File: src/rtl/fetch_stage.sv
// -----------------------------------------------------------------------------
// fetch_stage
//
// Fetch stage of the 5-stage pipeline. Owns the program counter, issues word
// reads to instruction memory over a req/ack handshake, splits each 16-bit
// instruction into opcode/Rs/Rd/shmnt, fetches the trailing immediate word for
// immediate-class opcodes (opcode[4] == 1) and drives the fetch/decode pipeline
// register. Honours a stall from the hazard unit and PC redirects from later
// stages.
//
// Ports
//   clk, rst_n        clock (posedge) and asynchronous active-low reset
//   stall             hold delivery to decode and do not start new fetches
//   redirect_en/addr  load PC with redirect_addr and flush the current fetch
//   imem_req/addr     memory read request, held stable until imem_ack
//   imem_ack/rdata    memory read completion and data
//   Next_inst_addr    address following the delivered instruction
//   opcode/Rs/Rd/
//   shmnt/imm         decoded fields of the delivered instruction
//   fd_valid          one-cycle pulse per delivered instruction
// -----------------------------------------------------------------------------
module fetch_stage #(
   parameter int                 ADDR_W    = 32,
   parameter int                 INST_W    = 16,
   parameter logic [ADDR_W-1:0]  RESET_VEC = '0
) (
   input  logic              clk,
   input  logic              rst_n,
   input  logic              stall,
   input  logic              redirect_en,
   input  logic [ADDR_W-1:0] redirect_addr,
   output logic              imem_req,
   output logic [ADDR_W-1:0] imem_addr,
   input  logic              imem_ack,
   input  logic [INST_W-1:0] imem_rdata,
   output logic [31:0]       Next_inst_addr,
   output logic [4:0]        opcode,
   output logic [2:0]        Rs,
   output logic [2:0]        Rd,
   output logic [4:0]        shmnt,
   output logic [15:0]       imm,
   output logic              fd_valid
);

   typedef enum logic [1:0] {
      S_FETCH,
      S_IMM,
      S_HOLD,
      S_DRAIN
   } state_t;

   state_t              state_q, state_d;
   logic [ADDR_W-1:0]   pc_q, pc_d;
   logic                req_q, req_d;
   logic [ADDR_W-1:0]   addr_q, addr_d;
   logic [INST_W-1:0]   buf_word_q, buf_word_d;
   logic [15:0]         buf_imm_q, buf_imm_d;
   logic [31:0]         nia_q, nia_d;
   logic [4:0]          opcode_q, opcode_d;
   logic [2:0]          rs_q, rs_d;
   logic [2:0]          rd_q, rd_d;
   logic [4:0]          shmnt_q, shmnt_d;
   logic [15:0]         imm_q, imm_d;
   logic                fd_valid_q, fd_valid_d;

   logic                done;
   logic [ADDR_W-1:0]   pc_p1;
   logic [ADDR_W-1:0]   pc_p2;
   logic                deliver;
   logic [INST_W-1:0]   dlv_word;
   logic [15:0]         dlv_imm;
   logic [ADDR_W-1:0]   dlv_nia;

   // An ack only counts while a request is outstanding.
   assign done  = req_q & imem_ack;
   assign pc_p1 = pc_q + ADDR_W'(1);
   assign pc_p2 = pc_q + ADDR_W'(2);

   // While in S_FETCH/S_IMM the PC points at the instruction word itself and
   // only advances when the whole instruction has been read; in S_HOLD it
   // already points past the buffered instruction.
   always_comb begin
      state_d    = state_q;
      pc_d       = pc_q;
      req_d      = req_q;
      addr_d     = addr_q;
      buf_word_d = buf_word_q;
      buf_imm_d  = buf_imm_q;
      nia_d      = nia_q;
      opcode_d   = opcode_q;
      rs_d       = rs_q;
      rd_d       = rd_q;
      shmnt_d    = shmnt_q;
      imm_d      = imm_q;
      fd_valid_d = 1'b0;
      deliver    = 1'b0;
      dlv_word   = '0;
      dlv_imm    = '0;
      dlv_nia    = '0;

      case (state_q)
         S_FETCH: begin
            if (done) begin
               if (!imem_rdata[15]) begin
                  pc_d = pc_p1;
                  if (!stall) begin
                     deliver  = 1'b1;
                     dlv_word = imem_rdata;
                     dlv_imm  = '0;
                     dlv_nia  = pc_p1;
                     req_d    = 1'b1;
                     addr_d   = pc_p1;
                  end else begin
                     buf_word_d = imem_rdata;
                     buf_imm_d  = '0;
                     req_d      = 1'b0;
                     state_d    = S_HOLD;
                  end
               end else begin
                  // The immediate word is fetched even under stall so the
                  // instruction is complete by the time decode can take it.
                  buf_word_d = imem_rdata;
                  req_d      = 1'b1;
                  addr_d     = pc_p1;
                  state_d    = S_IMM;
               end
            end else if (!req_q && !stall) begin
               req_d  = 1'b1;
               addr_d = pc_q;
            end
         end

         S_IMM: begin
            if (done) begin
               pc_d = pc_p2;
               if (!stall) begin
                  deliver  = 1'b1;
                  dlv_word = buf_word_q;
                  dlv_imm  = imem_rdata;
                  dlv_nia  = pc_p2;
                  req_d    = 1'b1;
                  addr_d   = pc_p2;
                  state_d  = S_FETCH;
               end else begin
                  buf_imm_d = imem_rdata;
                  req_d     = 1'b0;
                  state_d   = S_HOLD;
               end
            end
         end

         S_HOLD: begin
            if (!stall) begin
               deliver  = 1'b1;
               dlv_word = buf_word_q;
               dlv_imm  = buf_imm_q;
               dlv_nia  = pc_q;
               req_d    = 1'b1;
               addr_d   = pc_q;
               state_d  = S_FETCH;
            end
         end

         S_DRAIN: begin
            if (done) begin
               state_d = S_FETCH;
               req_d   = !stall;
               if (!stall) begin
                  addr_d = pc_q;
               end
            end
         end

         default: begin
            state_d = S_FETCH;
            req_d   = 1'b0;
         end
      endcase

      // A redirect overrides everything above. A request that is still
      // waiting for its ack cannot be withdrawn, so it is drained first with
      // its address held steady.
      if (redirect_en) begin
         deliver = 1'b0;
         pc_d    = redirect_addr;
         if (req_q && !imem_ack) begin
            state_d = S_DRAIN;
            req_d   = 1'b1;
            addr_d  = addr_q;
         end else begin
            state_d = S_FETCH;
            req_d   = !stall;
            if (!stall) begin
               addr_d = redirect_addr;
            end
         end
      end

      if (deliver) begin
         fd_valid_d = 1'b1;
         opcode_d   = dlv_word[15:11];
         rs_d       = dlv_word[10:8];
         rd_d       = dlv_word[7:5];
         shmnt_d    = dlv_word[4:0];
         imm_d      = dlv_imm;
         nia_d      = 32'(dlv_nia);
      end
   end

   // State and output registers.
   always_ff @(posedge clk or negedge rst_n) begin
      if (!rst_n) begin
         state_q    <= S_FETCH;
         pc_q       <= RESET_VEC;
         req_q      <= 1'b0;
         addr_q     <= '0;
         buf_word_q <= '0;
         buf_imm_q  <= '0;
         nia_q      <= '0;
         opcode_q   <= '0;
         rs_q       <= '0;
         rd_q       <= '0;
         shmnt_q    <= '0;
         imm_q      <= '0;
         fd_valid_q <= 1'b0;
      end else begin
         state_q    <= state_d;
         pc_q       <= pc_d;
         req_q      <= req_d;
         addr_q     <= addr_d;
         buf_word_q <= buf_word_d;
         buf_imm_q  <= buf_imm_d;
         nia_q      <= nia_d;
         opcode_q   <= opcode_d;
         rs_q       <= rs_d;
         rd_q       <= rd_d;
         shmnt_q    <= shmnt_d;
         imm_q      <= imm_d;
         fd_valid_q <= fd_valid_d;
      end
   end

   assign imem_req       = req_q;
   assign imem_addr      = addr_q;
   assign Next_inst_addr = nia_q;
   assign opcode         = opcode_q;
   assign Rs             = rs_q;
   assign Rd             = rd_q;
   assign shmnt          = shmnt_q;
   assign imm            = imm_q;
   assign fd_valid       = fd_valid_q;

endmodule

File: config.mk
export PLATFORM = sky130hd
export DESIGN_NAME = fetch_stage
export DESIGN_NICKNAME = d
export VERILOG_FILES = /design/src/rtl/fetch_stage.sv
export SDC_FILE = /design/constraint.sdc
export NUM_CORES = 1
export LEC_CHECK = 0
export BUFFER_PORTS_ARGS = -buffer_cell sky130_fd_sc_hd__buf_2
export CAP_MARGIN = 5
export CORE_ASPECT_RATIO = 1.2
export CORE_MARGIN = 2
export CORE_UTILIZATION = 40
export DETAILED_ROUTE_END_ITERATION = 8
export HOLD_SLACK_MARGIN = 0.12
export PLACE_DENSITY_LB_ADDON = 0.08
export SYNTH_ARGS = -nofsm -noshare
export SYNTH_HDL_FRONTEND = slang
export SYNTH_SLANG_ARGS = --single-unit
File: constraint.sdc
create_clock -name clk -period 6 [get_ports clk]
set_clock_uncertainty 0.05 [all_clocks]
set_input_delay 1.2 -clock clk [delete_from_list [all_inputs] [get_ports clk]]
set_output_delay 1.2 -clock clk [all_outputs]
set_load 0.005 [all_outputs]
Word level (Yosys, flattened, before mapping)
Cells that the tools add are included.
{"block": "word_totals", "elab_cells": 112, "out_inout_bits": 98, "input_bits": 53, "regBits": 164}
{"block": "op_classes", "n_mux": 67, "bitwise_logic": 1, "n_addsub": 2, "n_reduce_logical": 14, "eq_ne": 15}
{"cell": "32-bit two-way mux", "count": 21}
{"cell": "16-bit two-way mux", "count": 11}
{"cell": "32-bit one-hot mux with 4 select lines", "count": 1}
{"cell": "32-bit one-hot mux with 3 select lines", "count": 1}
{"cell": "16-bit one-hot mux with 2 select lines", "count": 2}
{"cell": "32-bit one-hot mux with 2 select lines", "count": 1}
{"cell": "16-bit one-hot mux with 3 select lines", "count": 1}
{"cell": "15-bit two-way mux", "count": 3}
{"cell": "32-bit by 1-bit adder with 32-bit output, second input constant", "count": 1}
{"cell": "32-bit by 2-bit adder with 32-bit output, second input constant", "count": 1}
{"cell": "2-bit two-way mux", "count": 9}
{"cell": "3-bit inequality test, second input constant", "count": 5}
{"cell": "1-bit two-way mux", "count": 14}
{"cell": "2-bit inequality test, second input constant", "count": 5}
{"cell": "5-bit AND reduction", "count": 2}
{"cell": "4-bit inequality test, second input constant", "count": 2}
{"cell": "2-bit one-hot mux with 4 select lines", "count": 1}
{"cell": "4-bit AND reduction", "count": 2}
{"cell": "2-bit equality test, second input constant", "count": 2}
{"cell": "1-bit one-hot mux with 4 select lines", "count": 1}
{"cell": "2-bit nonzero test", "count": 2}
{"cell": "1-bit logical NOT", "count": 3}
{"cell": "1-bit one-hot mux with 3 select lines", "count": 1}
{"cell": "3-bit AND reduction", "count": 1}
{"cell": "other kinds (5)", "count": 6}

Logic depth before layout (Yosys ltp)
{"block": "logic_depth", "ltp_word": 8, "ltp_mapped": 11, "mapped_depth_nobuf": 9}

Least setup slack after synthesis
OpenSTA, ideal clock, no wires.
{"block": "synth_timing", "path_kind": "input -> register", "startpoint": "input port stall", "endpoint": "register buf_word_q[10]", "path_slack_ns": 2.975, "path_buffers": 4, "required_ns": 5.825, "path_stages": 6, "setup_time_ns": 0.125, "arrival_ns": 2.850, "path_cell_list": "clkbuf_1 clkbuf_1 clkbuf_1 o21ai_1 clkbuf_1 mux2_2"}
{"block": "synth_via", "elab_chain_len": 2}
{"element": "start: declaration", "line": "29", "text": "input logic stall,"}
{"element": "2-bit nonzero test (no line)"}
{"element": "3-bit AND reduction (no line)"}
{"element": "end signal: assignment", "line": "231", "text": "buf_word_q <= buf_word_d;"}
{"element": "end: declaration", "line": "56", "text": "logic [INST_W-1:0] buf_word_q, buf_word_d;"}
Every way passes these cells.
A chain may end at the register's enable or synchronous reset.

Worst setup path in the final report
{"block": "layout_timing", "startpoint": "input port stall", "endpoint": "register nia_q[23] (netlist: Next_inst_addr[23])"}
{"block": "layout_via", "elab_chain_len": 5, "elab_cells_between_ends": 13, "classes_between": "mux: 13"}
{"element": "1-bit two-way mux", "line": "106, 136, 153"}
{"element": "1-bit two-way mux", "line": "104", "text": "if (!imem_rdata[15]) begin"}
{"element": "1-bit two-way mux", "line": "103", "text": "if (done) begin"}
{"element": "1-bit one-hot mux with 3 select lines", "line": "101", "text": "case (state_q)"}
{"element": "1-bit two-way mux", "line": "183", "text": "if (redirect_en) begin"}
{"element": "end signal: assignment", "line": "233", "text": "nia_q <= nia_d;"}
{"element": "end: declaration", "line": "58", "text": "logic [31:0] nia_q, nia_d;"}
Parallel ways exist; a longest one is shown, timed or not.

==> results by group <==
Logic synthesis
  • Synth Area in Adders: 0.00801
  • Post-synth top area cell: dfrtp_1
  • Mux cell area share after synthesis: 0.0231
  • XOR/XNOR Fraction of Synth Area: 0.0432
  • EDFF count, synth: 0
  • Post-synthesis net count: approximately 1,400
  • Ys Warns: 0
  • Flops & latches, synth: roughly 160
  • Ys flop type: dfrtp_1
  • Post-Synthesis Cells: 1,341
  • Most common cell in the netlist: dfrtp_1
  • Register area share after synthesis: 0.375
  • Yosys cell types: between 70 and 80
  • Mapped Area: roughly 11,000 µm²
  • Avg Cell Area, Syn: 8.16 µm²
  • Post-synthesis async set-or-reset flop share: 1.00
  • Synth cell count leaders: dfrtp_1, nand2_1, o21ai_0
  • Synth area leaders: dfrtp_1, o21ai_0, nand2_1
  • Area share of the largest cell type after synthesis: 0.375
  • Compound-Gate Fraction of Synth Area: 0.281
  • Largest family of logic cells by synthesized area: compound AO/OA/AOI/OAI gates
  • Synth Area in Simple Gates: 0.213

CTS
  • Later-pin clock latency in the skew report: between 0.4 and 0.5 ns
  • Num CTS Buffers: 17
  • Root Buffer: clkbuf_16
  • CTS resizes: 0
  • Clk sinks: around 160
  • CTS tree: done
  • CTS hold repair buffers: 0
  • Htree depth: 4
  • CTS clock-pin slew for the worst setup and hold paths: roughly 0.070 ns
  • CTS Buffer Depth: 2
  • Post-CTS Setup Bufs: 0

STA
  • Tcrit/Tclk final: 0.650
  • Achievable Freq: 257 MHz
  • Final Hold Viols: 0
  • Post-route setup TNS: 0 ns
  • Max-slew violations: 0
  • Min Tclk post-route: 3.90 ns
  • Final setup violating endpoints: 0
  • Rel. slew slack: 0.223
  • Slew @ Worst Pin: 1.16 ns
  • RSZ-0062 raised after global routing: false

Global route
  • Grt total ovfl: 0
  • Initial antenna violation count: 1
  • First-pass GRT wire length: between 60,000 and 70,000 µm
  • Vias in the first global route: 11,079
  • Largest net degree at the start of global routing: 80
  • GRT Util Overall: 0.309

Outcome
  • Status: complete, no violations

Worst setup path
  • Worst-path maximum fanout: 36
  • Startpoint Class: input pin
  • Worst-case reg-to-reg path depth: 9
  • Critical path type: in -> reg
  • Reg-to-reg endpoint: Next_inst_addr[23]
  • Reg2reg setup slack: 2.22 ns
  • Worst setup EP type: flop
  • R2r startpoint: state_q[1]
  • CP required: about 6.3 ns
  • Crit path from: stall
  • Arrival time worst endpoint: about 4.2 ns

Die
  • Starting Density: 0.405
  • Die ar.: between 20,000 and 30,000 µm²
  • Row count: between 60 and 70
  • Height of the die: 185 µm
  • Core ar.: between 20,000 and 30,000 µm²
  • Ports: 151
  • Die width: roughly 150 µm

Power
  • Pleak: between 5 and 6 nW
  • Power Density: ~440 nW/µm²
  • Peak VDD IR: about 0.22 mV
  • Total power: 5.50 mW

Drt
  • Routed vias/inst: about 6.4
  • Avg WL per Cell: 25.0 µm
  • Routed WL: between 40,000 and 50,000 µm
  • Post-DRT Antenna Nets: 0
  • DRC errors left: 0
  • Detailed Route Iter0 Violations: 1,369
  • Router iterations before antenna repair: 5
  • Vias post-DR: ~11,000

Place
  • Port buffer count: 150
  • Final HPWL DP: between 20,000 and 30,000 µm
  • RePlAce Congestion: slightly below 1
  • Placed cell count: roughly 1,700
  • Post-DP Area: between 10,000 and 15,000 µm²

Cells and area
  • Filler Cell Count: between 2,000 and 3,000
  • Synth-to-layout area growth: 13.7%
  • Final instance area: about 12,000 µm²
  • Final net count: 1,458
  • Post-Layout Cell Count: 1,752
  • Layout cells sized above 1: 0.186

Hold path
  • Hold path depth: 2
  • Hold_sp: imm[3]
  • Hold Path Class: reg -> reg
  • Worst Hold Endpoint: imm[3]

Job
  • Max-cap violations: 0
==> power breakdown <==
part	total (mW)	switching, mW	internal [mW]
clock network	1.15	0.507	0.645
logic	2.35	1.39	0.961
registers	1.99	0.463	1.53
==> routing by layer <==
layer | wire length, µm | vias to the layer above | track usage | part of all wire
li1 | - | 5090 | - | -
met1 | 18800 | 5440 | 0.414 | 0.43
met2 | 19700 | 585 | 0.483 | 0.45
met3 | 3280 | 128 | 0.0550 | 0.075
met4 | 2020 | 0 | 0.148 | 0.046
met5 | 0 | - | 0 | 0
==> cell families (layout without fill, tap and decap cells) <==
kind of cell | after synthesis | count (layout)
DFF | 164 | 164
buffers and inverters | 158 | 228
AOI/OAI and AO/OA | 453 | 453
and+or+nand+nor | 482 | 482
adders and majority gates | 7 | 7
muxes | 23 | 23
xor gates and xnor gates | 54 | 54
other | 0 | 1
==> registers in the layout, indices dropped and copies added (netlist names) <==
| register | cells |
|---|---|
| Next_inst_addr | 32 |
| Rd | 3 |
| Rs | 3 |
| buf_imm_q | 16 |
| buf_word_q | 16 |
| fd_valid | 1 |
| imem_addr | 32 |
| imem_req | 1 |
| imm | 16 |
| opcode | 5 |
| pc_q | 32 |
| shmnt | 5 |
| state_q | 2 |
==> worst max-delay path: stages <==
cell      delay [ns]
buf_2           0.30
nand4b_1        0.88
nand2_1         1.09
o311ai_0        0.34
o41ai_1         0.13
a21oi_1         0.07
o21ai_0         0.16
==> per-stage QoR <==
step / utilization / setup slack [ns] / hold WS, ns
floorplan: - / 2.98 / 0.413
global placement: 0.438 / 1.80 / 0.402
detailed placement: 0.438 / 1.81 / 0.407
CTS: 0.460 / 2.27 / 0.425
global route: 0.460 / 1.97 / 0.447
finish: 0.460 / 2.10 / 0.418
==> placed cells by master, fill, tap and decap left out, types with 8 or more instances in the layout <==
master | synthesis | final
a211oi_1 | 18 | 18
a21o_1 | 9 | 9
a21oi_1 | 58 | 58
a221o_1 | 9 | 9
a221oi_1 | 29 | 29
a22o_1 | 35 | 35
a22oi_1 | 11 | 11
a31oi_1 | 24 | 24
and2_1 | 9 | 9
and3_1 | 11 | 11
buf_2 | 20 | 149
buf_4 | 0 | 32
clkbuf_16 | 0 | 17
dfrtp_1 | 164 | 164
inv_1 | 12 | 12
mux2_2 | 18 | 18
nand2_1 | 157 | 157
nand3_1 | 46 | 46
nand4_1 | 17 | 17
nor2_1 | 114 | 112
nor2b_1 | 11 | 10
nor3_1 | 46 | 45
nor4_1 | 14 | 14
o211ai_1 | 8 | 8
o21ai_0 | 142 | 142
o221a_2 | 9 | 9
o221ai_1 | 16 | 16
o22ai_1 | 12 | 12
o311ai_0 | 10 | 10
o31ai_1 | 9 | 9
or3_1 | 16 | 16
xnor2_1 | 34 | 34
xor2_1 | 20 | 20
==> how the worst max path moves through the flow <==
stage / end / depth (start not counted) / slack [ns]
after floorplan: buf_word_q[10] / 6 / 2.98
after global placement: Next_inst_addr[23] / 7 / 1.80
after detailed placement: Next_inst_addr[23] / 7 / 1.81
after CTS: Next_inst_addr[23] / 7 / 2.27
after global routing: Next_inst_addr[23] / 7 / 1.97
final: Next_inst_addr[23] / 7 / 2.10
==> cell type report <==
type	count	area [µm²]	area share
clock buffers	20	457	0.0367
repair buffers	182	997	0.0802
multi-input cells	1019	6250	0.503
clock inverters	12	145	0.0117
diodes	1	2.50	0.000201
inverters	14	52.6	0.00423
well taps	340	425	0.0342
flip-flops and latches	164	4100	0.330
(Power assumes the default switching activity.)
